## config.mk

```make
export PLATFORM = sky130hd
export DESIGN_NAME = uart_tx_eight_ten
export DESIGN_NICKNAME = d
export VERILOG_FILES = /design/src/rtl/uart_tx_eight_ten.sv
export SDC_FILE = /design/constraint.sdc
export NUM_CORES = 1
export LEC_CHECK = 0
export CAP_MARGIN = 20
export CORE_MARGIN = 1
export CORE_UTILIZATION = 51
export CTS_BUF_LIST = sky130_fd_sc_hd__clkbuf_2 sky130_fd_sc_hd__clkbuf_4 sky130_fd_sc_hd__clkbuf_8
export DETAILED_ROUTE_END_ITERATION = 12
export HOLD_SLACK_MARGIN = 0.03
export PLACE_DENSITY = 0.82
export SLEW_MARGIN = 20
export SYNTH_ARGS = -nofsm -noshare
export SYNTH_HDL_FRONTEND = slang
export SYNTH_SLANG_ARGS = --single-unit
```

## constraint.sdc

```tcl
create_clock -name clk -period 3.1 [get_ports clk]
set_input_delay 0.465 -clock clk [delete_from_list [all_inputs] [get_ports clk]]
set_output_delay 0.465 -clock clk [all_outputs]
set_load 0.01 [all_outputs]
```

## src/rtl/uart_tx_eight_ten.sv

```systemverilog
// uart_tx_eight_ten: UART transmitter that frames one byte per request.
//   sel=0 -> 10-bit frame: start, 8 data bits LSB first, stop.
//   sel=1 -> 11-bit frame: start, 8 data bits LSB first, even parity, stop.
// Each bit is held for 'baud' clock cycles (0 behaves as 1).
//
// Ports:
//   clk          system clock
//   rst          asynchronous active-low reset
//   sel          frame format select, latched at accept
//   baud         clock cycles per bit, latched at accept
//   tx_en        enable; dropping it aborts a frame in progress
//   tx_start     send request, only honoured while idle
//   tx_data      byte to send, latched at accept
//   tx_out       serial line (idle high), registered
//   tx_busy      high while a frame is on the line
//   tx_done      one-cycle pulse after a frame completes normally
//   bit_cnt_out  index of the bit currently driven, 0 when idle
//   frame_o      latched frame, bit 0 is the first bit on the line
module uart_tx_eight_ten #(
    parameter int unsigned DATA_W = 8,
    parameter int unsigned BAUD_W = 20
) (
    input  logic              clk,
    input  logic              rst,
    input  logic              sel,
    input  logic [BAUD_W-1:0] baud,
    input  logic              tx_en,
    input  logic              tx_start,
    input  logic [DATA_W-1:0] tx_data,
    output logic              tx_out,
    output logic              tx_busy,
    output logic              tx_done,
    output logic [3:0]        bit_cnt_out,
    output logic [10:0]       frame_o
);

    typedef enum logic [0:0] {StIdle, StSend} state_e;

    state_e            state_q, state_d;
    logic              tx_q, tx_d;
    logic              busy_q, busy_d;
    logic              done_q, done_d;
    logic [3:0]        bit_cnt_q, bit_cnt_d;
    logic [10:0]       frame_q, frame_d;
    logic              sel_q, sel_d;
    logic [BAUD_W-1:0] baud_q, baud_d;
    logic [BAUD_W-1:0] cnt_q, cnt_d;

    logic [3:0]        next_idx;
    logic [3:0]        last_idx;

    assign next_idx = bit_cnt_q + 4'd1;
    assign last_idx = sel_q ? 4'd10 : 4'd9;

    always_comb begin
        state_d   = state_q;
        tx_d      = tx_q;
        busy_d    = busy_q;
        done_d    = 1'b0;
        bit_cnt_d = bit_cnt_q;
        frame_d   = frame_q;
        sel_d     = sel_q;
        baud_d    = baud_q;
        cnt_d     = cnt_q;

        unique case (state_q)
            StIdle: begin
                tx_d      = 1'b1;
                busy_d    = 1'b0;
                bit_cnt_d = 4'd0;
                cnt_d     = '0;
                if (tx_en && tx_start) begin
                    // Bit 9 is parity in 8E1; in 8N1 it is the stop bit and bit 10 is an idle pad.
                    frame_d = {1'b1, (sel ? ^tx_data : 1'b1), tx_data, 1'b0};
                    sel_d   = sel;
                    baud_d  = (baud == '0) ? BAUD_W'(1) : baud;
                    state_d = StSend;
                    tx_d    = 1'b0;
                    busy_d  = 1'b1;
                end
            end
            StSend: begin
                if (!tx_en) begin
                    state_d   = StIdle;
                    tx_d      = 1'b1;
                    busy_d    = 1'b0;
                    bit_cnt_d = 4'd0;
                    cnt_d     = '0;
                end else if (cnt_q == baud_q - BAUD_W'(1)) begin
                    cnt_d = '0;
                    if (bit_cnt_q == last_idx) begin
                        state_d   = StIdle;
                        tx_d      = 1'b1;
                        busy_d    = 1'b0;
                        done_d    = 1'b1;
                        bit_cnt_d = 4'd0;
                    end else begin
                        bit_cnt_d = next_idx;
                        tx_d      = frame_q[next_idx];
                    end
                end else begin
                    cnt_d = cnt_q + BAUD_W'(1);
                end
            end
            default: begin
                state_d = StIdle;
            end
        endcase
    end

    always_ff @(posedge clk or negedge rst) begin
        if (!rst) begin
            state_q   <= StIdle;
            tx_q      <= 1'b1;
            busy_q    <= 1'b0;
            done_q    <= 1'b0;
            bit_cnt_q <= 4'd0;
            frame_q   <= 11'd0;
            sel_q     <= 1'b0;
            baud_q    <= BAUD_W'(1);
            cnt_q     <= '0;
        end else begin
            state_q   <= state_d;
            tx_q      <= tx_d;
            busy_q    <= busy_d;
            done_q    <= done_d;
            bit_cnt_q <= bit_cnt_d;
            frame_q   <= frame_d;
            sel_q     <= sel_d;
            baud_q    <= baud_d;
            cnt_q     <= cnt_d;
        end
    end

    assign tx_out      = tx_q;
    assign tx_busy     = busy_q;
    assign tx_done     = done_q;
    assign bit_cnt_out = bit_cnt_q;
    assign frame_o     = frame_q;

endmodule

```

After elaboration in Yosys (flattened, before gate mapping)
Index checks and enable logic that the tools add are counted.
{"block": "word_totals", "register_bits": 59, "inputBits": 33, "output_inout_bits": 18}
{"block": "classes", "add_sub_neg": 3, "order_cmp": 1, "n_eq_ne": 4, "mux": 30, "n_bitwise": 1, "reduce_logical": 5}
{"operator": "$mux 20", "n": 3}
{"operator": "$pmux 20 s2", "n": 1}
{"operator": "$add 20x1->20 const B", "n": 1}
{"operator": "$eq 20x20->1", "n": 1}
{"operator": "$logic_not 20->1", "n": 1}
{"operator": "$sub 20x1->20 const B", "n": 1}
{"operator": "$mux 1", "n": 17}
{"operator": "$mux 4", "n": 3}
{"operator": "$pmux 4 s2", "n": 1}
{"operator": "$reduce_xor 8->1", "n": 1}
{"operator": "$ne 3x2->1 const B", "n": 2}
{"operator": "$pmux 1 s2", "n": 3}
{"operator": "$lt 4x5->1 const B", "n": 1}
{"operator": "$add 4x1->4 const B", "n": 1}
{"operator": "$bmux 1 s4", "n": 1}
{"operator": "$eq 4x4->1", "n": 1}
{"operator": "$reduce_and 2->1", "n": 2}
{"operator": "$mux 2", "n": 1}
{"operator": "$logic_and 1x1->1", "n": 1}
{"operator": "$not 1->1", "n": 1}

Longest topological paths before layout
Gate-level depths: netlist of the first run.
{"block": "depth", "word_depth": 7, "depth_mapped": 11}

Least setup slack after synthesis of the first run
Ideal clock, no wire load.
{"block": "synth_path", "path_type": "reg2reg", "start": "register baud_q[0]", "end": "register cnt_q[10]", "setup_ps": 136, "arrival_ps": 2941, "path_slack_ps": 23, "path_stages_with_launch": 12, "n_path_buf": 2, "cell_sequence": "dfstp_2 inv_1 ha_1 or3b_1 clkbuf_2 or4_1 a2111o_1 nor4_4 nand4_2 nor2_2 buf_4 nor3_1"}
{"block": "synth_between", "elab_chain_len": 5}
{"element": "start: declaration", "line_no": "46", "source": "logic [BAUD_W-1:0] baud_q, baud_d;"}
{"element": "start signal: assignment", "line_no": "130", "source": "baud_q <= baud_d;"}
{"element": "$sub 20x1->20", "line_no": "89", "source": "end else if (cnt_q == baud_q - BAUD_W'(1)) begin"}
{"element": "$eq 20x20->1", "line_no": "89"}
{"element": "$mux 20", "line_no": "89"}
{"element": "$mux 20", "line_no": "83", "source": "if (!tx_en) begin"}
{"element": "$pmux 20 s2", "line_no": "66", "source": "unique case (state_q)"}
{"element": "net cnt_d[10]", "line_no": "47", "source": "logic [BAUD_W-1:0] cnt_q, cnt_d;"}
{"element": "end signal: assignment", "line_no": "131", "source": "cnt_q <= cnt_d;"}
{"element": "end: declaration", "line_no": "47"}
The timed path passes the listed nets, and every way through them passes these cells.
A chain may end at the register's enable or synchronous reset.

Worst setup path in the final report of the first run
{"block": "layout_path", "start": "register baud_q[2]", "end": "register cnt_q[4]"}
Same word-level chain as after synthesis.

==> results of run 1 <==
## cell type report
| type | instances | area [um^2] | share of cell area (%) |
|---|---|---|---|
| timing repair buffer | 71 | 651 | 15.0 |
| tap | 77 | 96.3 | 2.22 |
| inverter | 6 | 22.5 | 0.518 |
| sequential | 59 | 1480 | 34.0 |
| clock inverter | 6 | 88.8 | 2.04 |
| clock buffer | 10 | 131 | 3.02 |
| multi-input combinational | 253 | 1880 | 43.2 |
## stage by stage
stage                     utilization [%]  cells  worst slack [ps]  power (mW)
after floorplan                         -    339              22.9        1.22
after global placement               63.7    466               108        1.43
after detailed placement             63.7    466              43.0        1.44
after CTS                            67.3    482              4.98        2.23
after global routing                 67.3    482              8.64        2.32
final                                67.3    482               126        2.23
## registers in the layout, summed over array words and instances, names as in the netlist
name         count
baud_q          20
bit_cnt_out      4
cnt_q           20
frame_o         10
sel_q            1
state_q          1
tx_busy          1
tx_done          1
tx_out           1
## worst reg2reg max path: cells and delay by family (launching register included)
kind	cells	cell delay, ps
buf+inv	1	260
flops	1	430
simple gates	5	1640
compound gates	2	520
## worst min path at each step
stage                      startpoint        endpoint  slack [ps]  cells after the start
after CTS                         rst  bit_cnt_out[0]         220                      1
after detailed placement  frame_o[10]     frame_o[10]         500                      1
final                             rst  bit_cnt_out[0]         190                      1
after global routing              rst      baud_q[19]         250                      1
after floorplan                   rst      baud_q[10]         170                      0
after global placement    frame_o[10]     frame_o[10]         500                      1
## where the power goes
group	internal [mW]	switching, mW
logic	0.272	0.239
clock network	0.462	0.323
registers	0.851	0.0792
total	1.59	0.641
## cells by family after synthesis
group                    after synthesis
AO/OA/AOI/OAI                         36
XOR/XNOR                              50
adder cells (fa/ha/maj)                3
buffers and inverters                 27
flip-flops                            59
multiplexers                          34
other                                  1
AND/OR/NAND/NOR                      129
## routing by layer
layer  GRT usage, %  up-vias  part of all wire [%]
met5              0        -                     0
met4           10.5        0                   2.6
met3           6.39       24                   5.4
met2           44.4       80                    50
met1           31.3     1401                    42
li1               -     1359                     -
## what timing repair did
item                                    in CTS  in global routing
resized for setup                            3                  0
hold endpoints to repair                     0                  0
pin swaps                                    0                  4
endpoints found under the setup margin       2                 27
## placed cells by master (no fill, tap or decap), types with 9 or more instances in the layout
master / synthesis / layout
a21oi_1: 9 / 9
buf_4: 2 / 22
clkbuf_8: 0 / 9
clkdlybuf4s50_1: 0 / 48
dfrtp_1: 57 / 57
mux2_2: 28 / 28
nand2_1: 14 / 14
nand3_1: 15 / 15
nor2_1: 11 / 11
nor3_1: 29 / 29
nor4_1: 12 / 12
xnor2_1: 26 / 26
xor2_1: 24 / 24
==> results_tabular.tex, run 1 <==
\begin{tabular}{lr}
\hline
Metric & Value \\
\hline
\multicolumn{2}{l}{\textbf{Floorplan}} \\
\quad Core area & 6460 um\^{}2 \\
\quad Area of the die & 7150 um\^{}2 \\
\quad Effective utilization at floorplan & 53.8\% \\
\quad Site Rows & 29 \\
\quad Die X-Extent & 84.6 um \\
\quad Top Ports & 51 \\
\quad Floorplan die height & 84.6 um \\
\multicolumn{2}{l}{\textbf{Critical path}} \\
\quad Reg-to-Reg Start & baud\_q[2] \\
\quad Maximum fanout encountered on the critical timing path & 16 \\
\quad Register-to-register setup slack & 130 ps \\
\quad Worst R2R End & cnt\_q[4] \\
\quad Critical path's top delay family & simple AND/OR/NAND/NOR gates \\
\quad Crit path capture type & flop \\
\quad Number of stages on the worst setup path & 8 \\
\quad Timing startpoint of the critical path & baud\_q[2] \\
\quad Startpoint kind of the worst setup timing path & flop \\
\quad Data arrival at the endpoint of the critical path & 3190 ps \\
\quad Worst-path cell chain & or4\_1 > or4\_4 > a311o\_1 > a22oi\_2 > nand4\_4 > nor2\_2 > buf\_4 > nor3\_1 \\
\quad Required time at the worst-slack endpoint & 3320 ps \\
\quad Critical path buffer and inverter count & 1 \\
\quad Endpoint of the worst setup timing path & cnt\_q[4] \\
\quad Slowest-stage cell, CP & or4\_1 \\
\quad Critical path class & flop to flop \\
\quad Worst-case reg-to-reg path depth & 8 \\
\quad CP peak stage delay & 590 ps \\
\multicolumn{2}{l}{\textbf{Yosys}} \\
\quad Fraction of the mapped netlist area in compound gates & 7.05\% \\
\quad Synth top area share & 41.0\% \\
\quad Post-synth top area cell & dfrtp\_1 \\
\quad Async SR Flop Fraction & 100\% \\
\quad Count of distinct cell types in the synthesized netlist & 56 \\
\quad Mean Syn Cell Area & 10.3 um\^{}2 \\
\quad Synth area leaders & dfrtp\_1, mux2\_2, xnor2\_1 \\
\quad Synthesis Warnings & 0 \\
\quad Post-synthesis instance area & 3480 um\^{}2 \\
\quad Number of synthesized flops with an enable pin & 0 \\
\quad Portion of the post-synthesis area used by sequential elements & 42.5\% \\
\quad Adder-cell share of the synthesized area & 1.08\% \\
\quad Most frequent cells after synthesis & dfrtp\_1, nor3\_1, mux2\_2 \\
\quad Mux contribution to synthesized area & 11.2\% \\
\quad Post-Synth Simple-Gate Area & 21.6\% \\
\quad Flops \& latches, synth & 59 \\
\quad Number of nets in the synthesized netlist & 375 \\
\quad Most frequently used cell type in the post-synthesis netlist & dfrtp\_1 \\
\quad Largest family of logic cells by synthesized area & simple AND/OR/NAND/NOR gates \\
\quad Cells after Synth & 339 \\
\quad Xor-xnor portion of the synthesized cell area & 12.6\% \\
\quad Top FF cell, synth & dfrtp\_1 \\
\multicolumn{2}{l}{\textbf{STA}} \\
\quad Achievable Freq & 336 MHz \\
\quad Min cycle time layout & 2970 ps \\
\quad RSZ-0062 raised after global routing & false \\
\quad Slew of the pin with the lowest slew margin & 798 ps \\
\quad Number of max-slew violations in the final report & 0 \\
\quad Total count of hold-check failures in the final report & 0 \\
\quad Final hold slack & 193 ps \\
\quad Number of setup violations in the final report & 0 \\
\quad Final clock period utilization by the worst path & 95.9\% \\
\quad Worst slew margin & 46.8\% \\
\quad Worst Skew & 13.1 ps \\
\quad Summed negative setup slack over all endpoints & 0 ps \\
\multicolumn{2}{l}{\textbf{Route}} \\
\quad Detailed-route DRC error count & 0 \\
\quad Number of vias per cell after detailed routing & 5.94 \\
\quad Number of violations reported at the end of detailed-routing iteration 0 & 149 \\
\quad Total routed wirelength & 8590 um \\
\quad Antenna Nets Post-Route & 0 \\
\quad First-pass DRT Iterations & 4 \\
\quad Total number of vias & 2864 \\
\quad Routed wirelength normalized by instance count & 17.8 um \\
\multicolumn{2}{l}{\textbf{Outcome}} \\
\quad Run status & finished, final reports clean \\
\multicolumn{2}{l}{\textbf{Clock network}} \\
\quad Postcts setup bufs & 0 \\
\quad Buffer levels on the longest clock path & 2 \\
\quad \# hold bufs at CTS & 0 \\
\quad Total number of clock tree sinks & 59 \\
\quad TritonCTS Buffers & 9 \\
\quad Clock Tree Root & clkbuf\_8 \\
\quad Number of levels in the clock H-tree & 3 \\
\quad Clock tree from TritonCTS & built \\
\quad CTS clk-pin slew, worst paths & 70 ps \\
\quad Worst-skew pair later-pin latency & 350 ps \\
\multicolumn{2}{l}{\textbf{Hold path}} \\
\quad Worst min-delay path class & primary input to async pin \\
\multicolumn{2}{l}{\textbf{Final layout}} \\
\quad Filler cell count & 490 \\
\quad Post-layout nets & 436 \\
\quad Fraction of layout instances using a drive strength above 1 & 19.5\% \\
\quad Area growth, synth to finish & 25.1\% \\
\quad Diodes inserted & 0 \\
\quad Area of all placed cells without fillers & 4350 um\^{}2 \\
\multicolumn{2}{l}{\textbf{Placed design}} \\
\quad Weighted congestion at the end of routability-driven global placement & 0.895 \\
\quad Placed instance area & 4110 um\^{}2 \\
\quad DP Wirelength & 5990 um \\
\quad Number of buffers inserted by port buffering & 49 \\
\multicolumn{2}{l}{\textbf{GRT}} \\
\quad Total global routing track utilization & 25.9\% \\
\quad Number of global-route vias before repair & 2997 \\
\quad Pin count of the biggest net entering global routing & 36 \\
\quad Total grt overflow & 0 \\
\quad Number of antenna violations at the first check in global routing & 0 \\
\quad Wire length of the first global-routing pass & 14400 um \\
\multicolumn{2}{l}{\textbf{Power and ir drop}} \\
\quad Maximum VDD drop & 0.000364 V \\
\quad P\_leak & 1.70 nW \\
\quad Power Dens Cells & 512 nW/um\^{}2 \\
\multicolumn{2}{l}{\textbf{Run}} \\
\quad Number of max-cap violations & 0 \\
\hline
\end{tabular}
(Power assumes the default switching activity.)
==> run 2, diff against run 1 <==
--- a/config.mk
+++ b/config.mk
@@ -7,11 +7,11 @@
 export LEC_CHECK = 0
 export CAP_MARGIN = 20
 export CORE_MARGIN = 1
-export CORE_UTILIZATION = 51
+export CORE_UTILIZATION = 30
 export CTS_BUF_LIST = sky130_fd_sc_hd__clkbuf_2 sky130_fd_sc_hd__clkbuf_4 sky130_fd_sc_hd__clkbuf_8
 export DETAILED_ROUTE_END_ITERATION = 12
 export HOLD_SLACK_MARGIN = 0.03
-export PLACE_DENSITY = 0.82
+export PLACE_DENSITY = 0.54
 export SLEW_MARGIN = 20
 export SYNTH_ARGS = -nofsm -noshare
 export SYNTH_HDL_FRONTEND = slang
==> run 2 against run 1 <==
Compared with the run above:
- register-to-register slack is essentially flat
- count of clock-buffer cells in the layout grew 4
- clock skew grew 0.91 ps
- setup slack lost 0.75 ps
- die area grew 68%
- global-route usage shrank 9.8 points
- sequential share of layout area shrank 0.62 points
- critical path type unchanged
==> results_tabular.tex, run 2 (synthesis results as in run 1) <==
\begin{tabular}{lr}
\hline
Metric & Value \\
\hline
\multicolumn{2}{l}{\textbf{Outcome}} \\
\quad Run status & finished, final reports clean (unchanged) \\
\multicolumn{2}{l}{\textbf{STA}} \\
\quad Final clock period utilization by the worst path & 96.0\% (was 95.9\%) \\
\quad Slew of the pin with the lowest slew margin & 770 ps (was 798 ps) \\
\quad Worst slew margin & 48.7\% (was 46.8\%) \\
\quad Total count of hold-check failures in the final report & 0 (unchanged) \\
\quad Min cycle time layout & 2980 ps (was 2970 ps) \\
\quad RSZ-0062 raised after global routing & false (unchanged) \\
\quad Summed negative setup slack over all endpoints & 0 ps (unchanged) \\
\quad Achievable Freq & 336 MHz (about the same) \\
\quad Number of max-slew violations in the final report & 0 (unchanged) \\
\quad Worst Skew & 14.0 ps (was 13.1 ps) \\
\quad Number of setup violations in the final report & 0 (unchanged) \\
\multicolumn{2}{l}{\textbf{GRT}} \\
\quad Number of antenna violations at the first check in global routing & 0 (unchanged) \\
\quad Total grt overflow & 0 (unchanged) \\
\quad Number of global-route vias before repair & 2833 (was 2997) \\
\quad Wire length of the first global-routing pass & 14500 um (was 14400 um) \\
\quad Total global routing track utilization & 16.1\% (was 25.9\%) \\
\quad Pin count of the biggest net entering global routing & 60 (was 36) \\
\multicolumn{2}{l}{\textbf{Critical path}} \\
\quad Data arrival at the endpoint of the critical path & 3260 ps (was 3190 ps) \\
\quad Crit path capture type & flop (unchanged) \\
\quad Maximum fanout encountered on the critical timing path & 5 (was 16) \\
\quad Worst-path cell chain & buf\_4 > or4\_1 > or4\_4 > a311o\_1 > a22oi\_2 > nand4\_2 > or4b\_1 > nand3b\_1 (was or4\_1 > or4\_4 > a311o\_1 > a22oi\_2 > nand4\_4 > nor2\_2 > buf\_4 > nor3\_1) \\
\quad Critical path buffer and inverter count & 1 (unchanged) \\
\quad Slowest-stage cell, CP & or4\_1 (unchanged) \\
\quad Critical path's top delay family & simple AND/OR/NAND/NOR gates (unchanged) \\
\quad Number of stages on the worst setup path & 8 (unchanged) \\
\quad CP peak stage delay & 570 ps (was 590 ps) \\
\quad Startpoint kind of the worst setup timing path & flop (unchanged) \\
\quad Required time at the worst-slack endpoint & 3390 ps (was 3320 ps) \\
\quad Reg-to-Reg Start & baud\_q[0] (was baud\_q[2]) \\
\quad Worst-case reg-to-reg path depth & 8 (unchanged) \\
\quad Critical path class & flop to flop (unchanged) \\
\quad Timing startpoint of the critical path & baud\_q[0] (was baud\_q[2]) \\
\multicolumn{2}{l}{\textbf{Floorplan}} \\
\quad Floorplan die height & 110 um (was 84.6 um) \\
\quad Effective utilization at floorplan & 31.4\% (was 53.8\%) \\
\quad Site Rows & 38 (was 29) \\
\quad Top Ports & 51 (unchanged) \\
\quad Core area & 11100 um\^{}2 (was 6460 um\^{}2) \\
\quad Die X-Extent & 110 um (was 84.6 um) \\
\quad Area of the die & 12000 um\^{}2 (was 7150 um\^{}2) \\
\multicolumn{2}{l}{\textbf{Clock network}} \\
\quad Clock Tree Root & clkbuf\_8 (unchanged) \\
\quad Buffer levels on the longest clock path & 2 (unchanged) \\
\quad \# hold bufs at CTS & 0 (unchanged) \\
\quad Number of gates given a new drive strength after cts & 0 (was 3) \\
\quad Clock tree from TritonCTS & built (unchanged) \\
\quad Worst-skew pair later-pin latency & 350 ps (about the same) \\
\quad CTS clk-pin slew, worst paths & 70 ps (about the same) \\
\quad Total number of clock tree sinks & 59 (unchanged) \\
\quad TritonCTS Buffers & 9 (unchanged) \\
\quad Number of levels in the clock H-tree & 3 (unchanged) \\
\quad Postcts setup bufs & 0 (unchanged) \\
\multicolumn{2}{l}{\textbf{Route}} \\
\quad Detailed-route DRC error count & 0 (unchanged) \\
\quad Total routed wirelength & 8620 um (was 8590 um) \\
\quad Antenna Nets Post-Route & 0 (unchanged) \\
\quad Number of violations reported at the end of detailed-routing iteration 0 & 137 (was 149) \\
\quad Total number of vias & 2797 (was 2864) \\
\quad Routed wirelength normalized by instance count & 15.7 um (was 17.8 um) \\
\quad Number of vias per cell after detailed routing & 5.09 (was 5.94) \\
\quad First-pass DRT Iterations & 4 (unchanged) \\
\multicolumn{2}{l}{\textbf{Placed design}} \\
\quad Weighted congestion at the end of routability-driven global placement & 0.828 (was 0.895) \\
\quad Number of buffers inserted by port buffering & 49 (unchanged) \\
\quad DP Wirelength & 6500 um (was 5990 um) \\
\quad Placed cell count & 533 (was 466) \\
\multicolumn{2}{l}{\textbf{Power and ir drop}} \\
\quad Maximum VDD drop & 0.000235 V (was 0.000364 V) \\
\quad Power Dens Cells & 489 nW/um\^{}2 (was 512 nW/um\^{}2) \\
\quad P\_leak & 1.72 nW (was 1.70 nW) \\
\multicolumn{2}{l}{\textbf{Run}} \\
\quad Number of max-cap violations & 0 (unchanged) \\
\multicolumn{2}{l}{\textbf{Final layout}} \\
\quad Commonest non-fill, non-tap cell in the layout & dfrtp\_1 (unchanged) \\
\quad Commonest cells after routing, fill and taps aside & dfrtp\_1, clkdlybuf4s50\_1, nor3\_1, mux2\_2, xnor2\_1 (unchanged) \\
\quad Fraction of layout instances using a drive strength above 1 & 20.3\% (was 19.5\%) \\
\quad Diodes inserted & 0 (unchanged) \\
\quad Area growth, synth to finish & 27.4\% (was 25.1\%) \\
\quad Filler cell count & 1063 (was 490) \\
\quad Number of cells in the finished layout apart from fillers & 549 (was 482) \\
\quad Post-layout nets & 440 (was 436) \\
\multicolumn{2}{l}{\textbf{Hold path}} \\
\quad Worst min-delay path class & primary input to async pin (unchanged) \\
\hline
\end{tabular}
-- run 2: changes by cell type in the layout (fill, tap and decap cells not counted) --
cell,change
buf_4,+3
clkbuf_4,+3
clkinvlp_4,-2
buf_6,+1
bufinv_16,-1
clkbuf_8,+1
ha_1,-1
ha_2,+1
inv_6,-1
nand4_2,+1
nand4_4,-1
o311ai_1,+1
o311ai_2,-1
-- run 2: area by class of cell --
class                      instances  area, um^2  area share, %
clock buffer                      14         168           3.78
clock inverter                     2        35.0          0.791
inverter                           6        22.5          0.508
multi-input combinational        253        1870           42.1
sequential                        59        1480           33.4
tap                              140         175           3.95
timing repair buffer              75         684           15.4
-- run 2: worst paths after layout --
path                                to  slack [ps]
max                             tx_out         120
max reg2reg                     tx_out         120
max in group asynchronous   baud_q[16]        2310
min reg2reg                frame_o[10]         500
min in group clk           frame_o[10]         500
min                        frame_o[10]         250
-- run 2: through the flow --
step / power (mW) / util [%] / hold slack [ps] / cell area [um^2] / setup WS (ps)
6_report: 2.16 / 40.0 / 249 / 4430 / 125
3_5_place_dp: 1.46 / 38.1 / 488 / 4220 / 25.4
5_1_grt: 2.28 / 40.0 / 352 / 4430 / 2.29
2_1_floorplan: 1.22 / - / 169 / 3480 / 22.9
3_3_place_gp: 1.45 / 38.1 / 478 / 4220 / 106
4_1_cts: 2.19 / 39.9 / 303 / 4420 / 9.44
-- run 2: per-layer routing --
layer	vias to the layer above	global-route usage (%)	wire, um
met5	-	0	0
met4	0	7.05	207
met3	13	3.38	330
met2	52	25.5	4150
met1	1370	21.1	3930
li1	1362	-	-
-- run 2: power by group --
part	total, mW	leakage, nW	internal, mW	switching, mW
clock network	0.723	0.108	0.428	0.295
logic	0.518	0.867	0.280	0.238
registers	0.924	0.745	0.851	0.0723
total	2.16	1.72	1.56	0.605
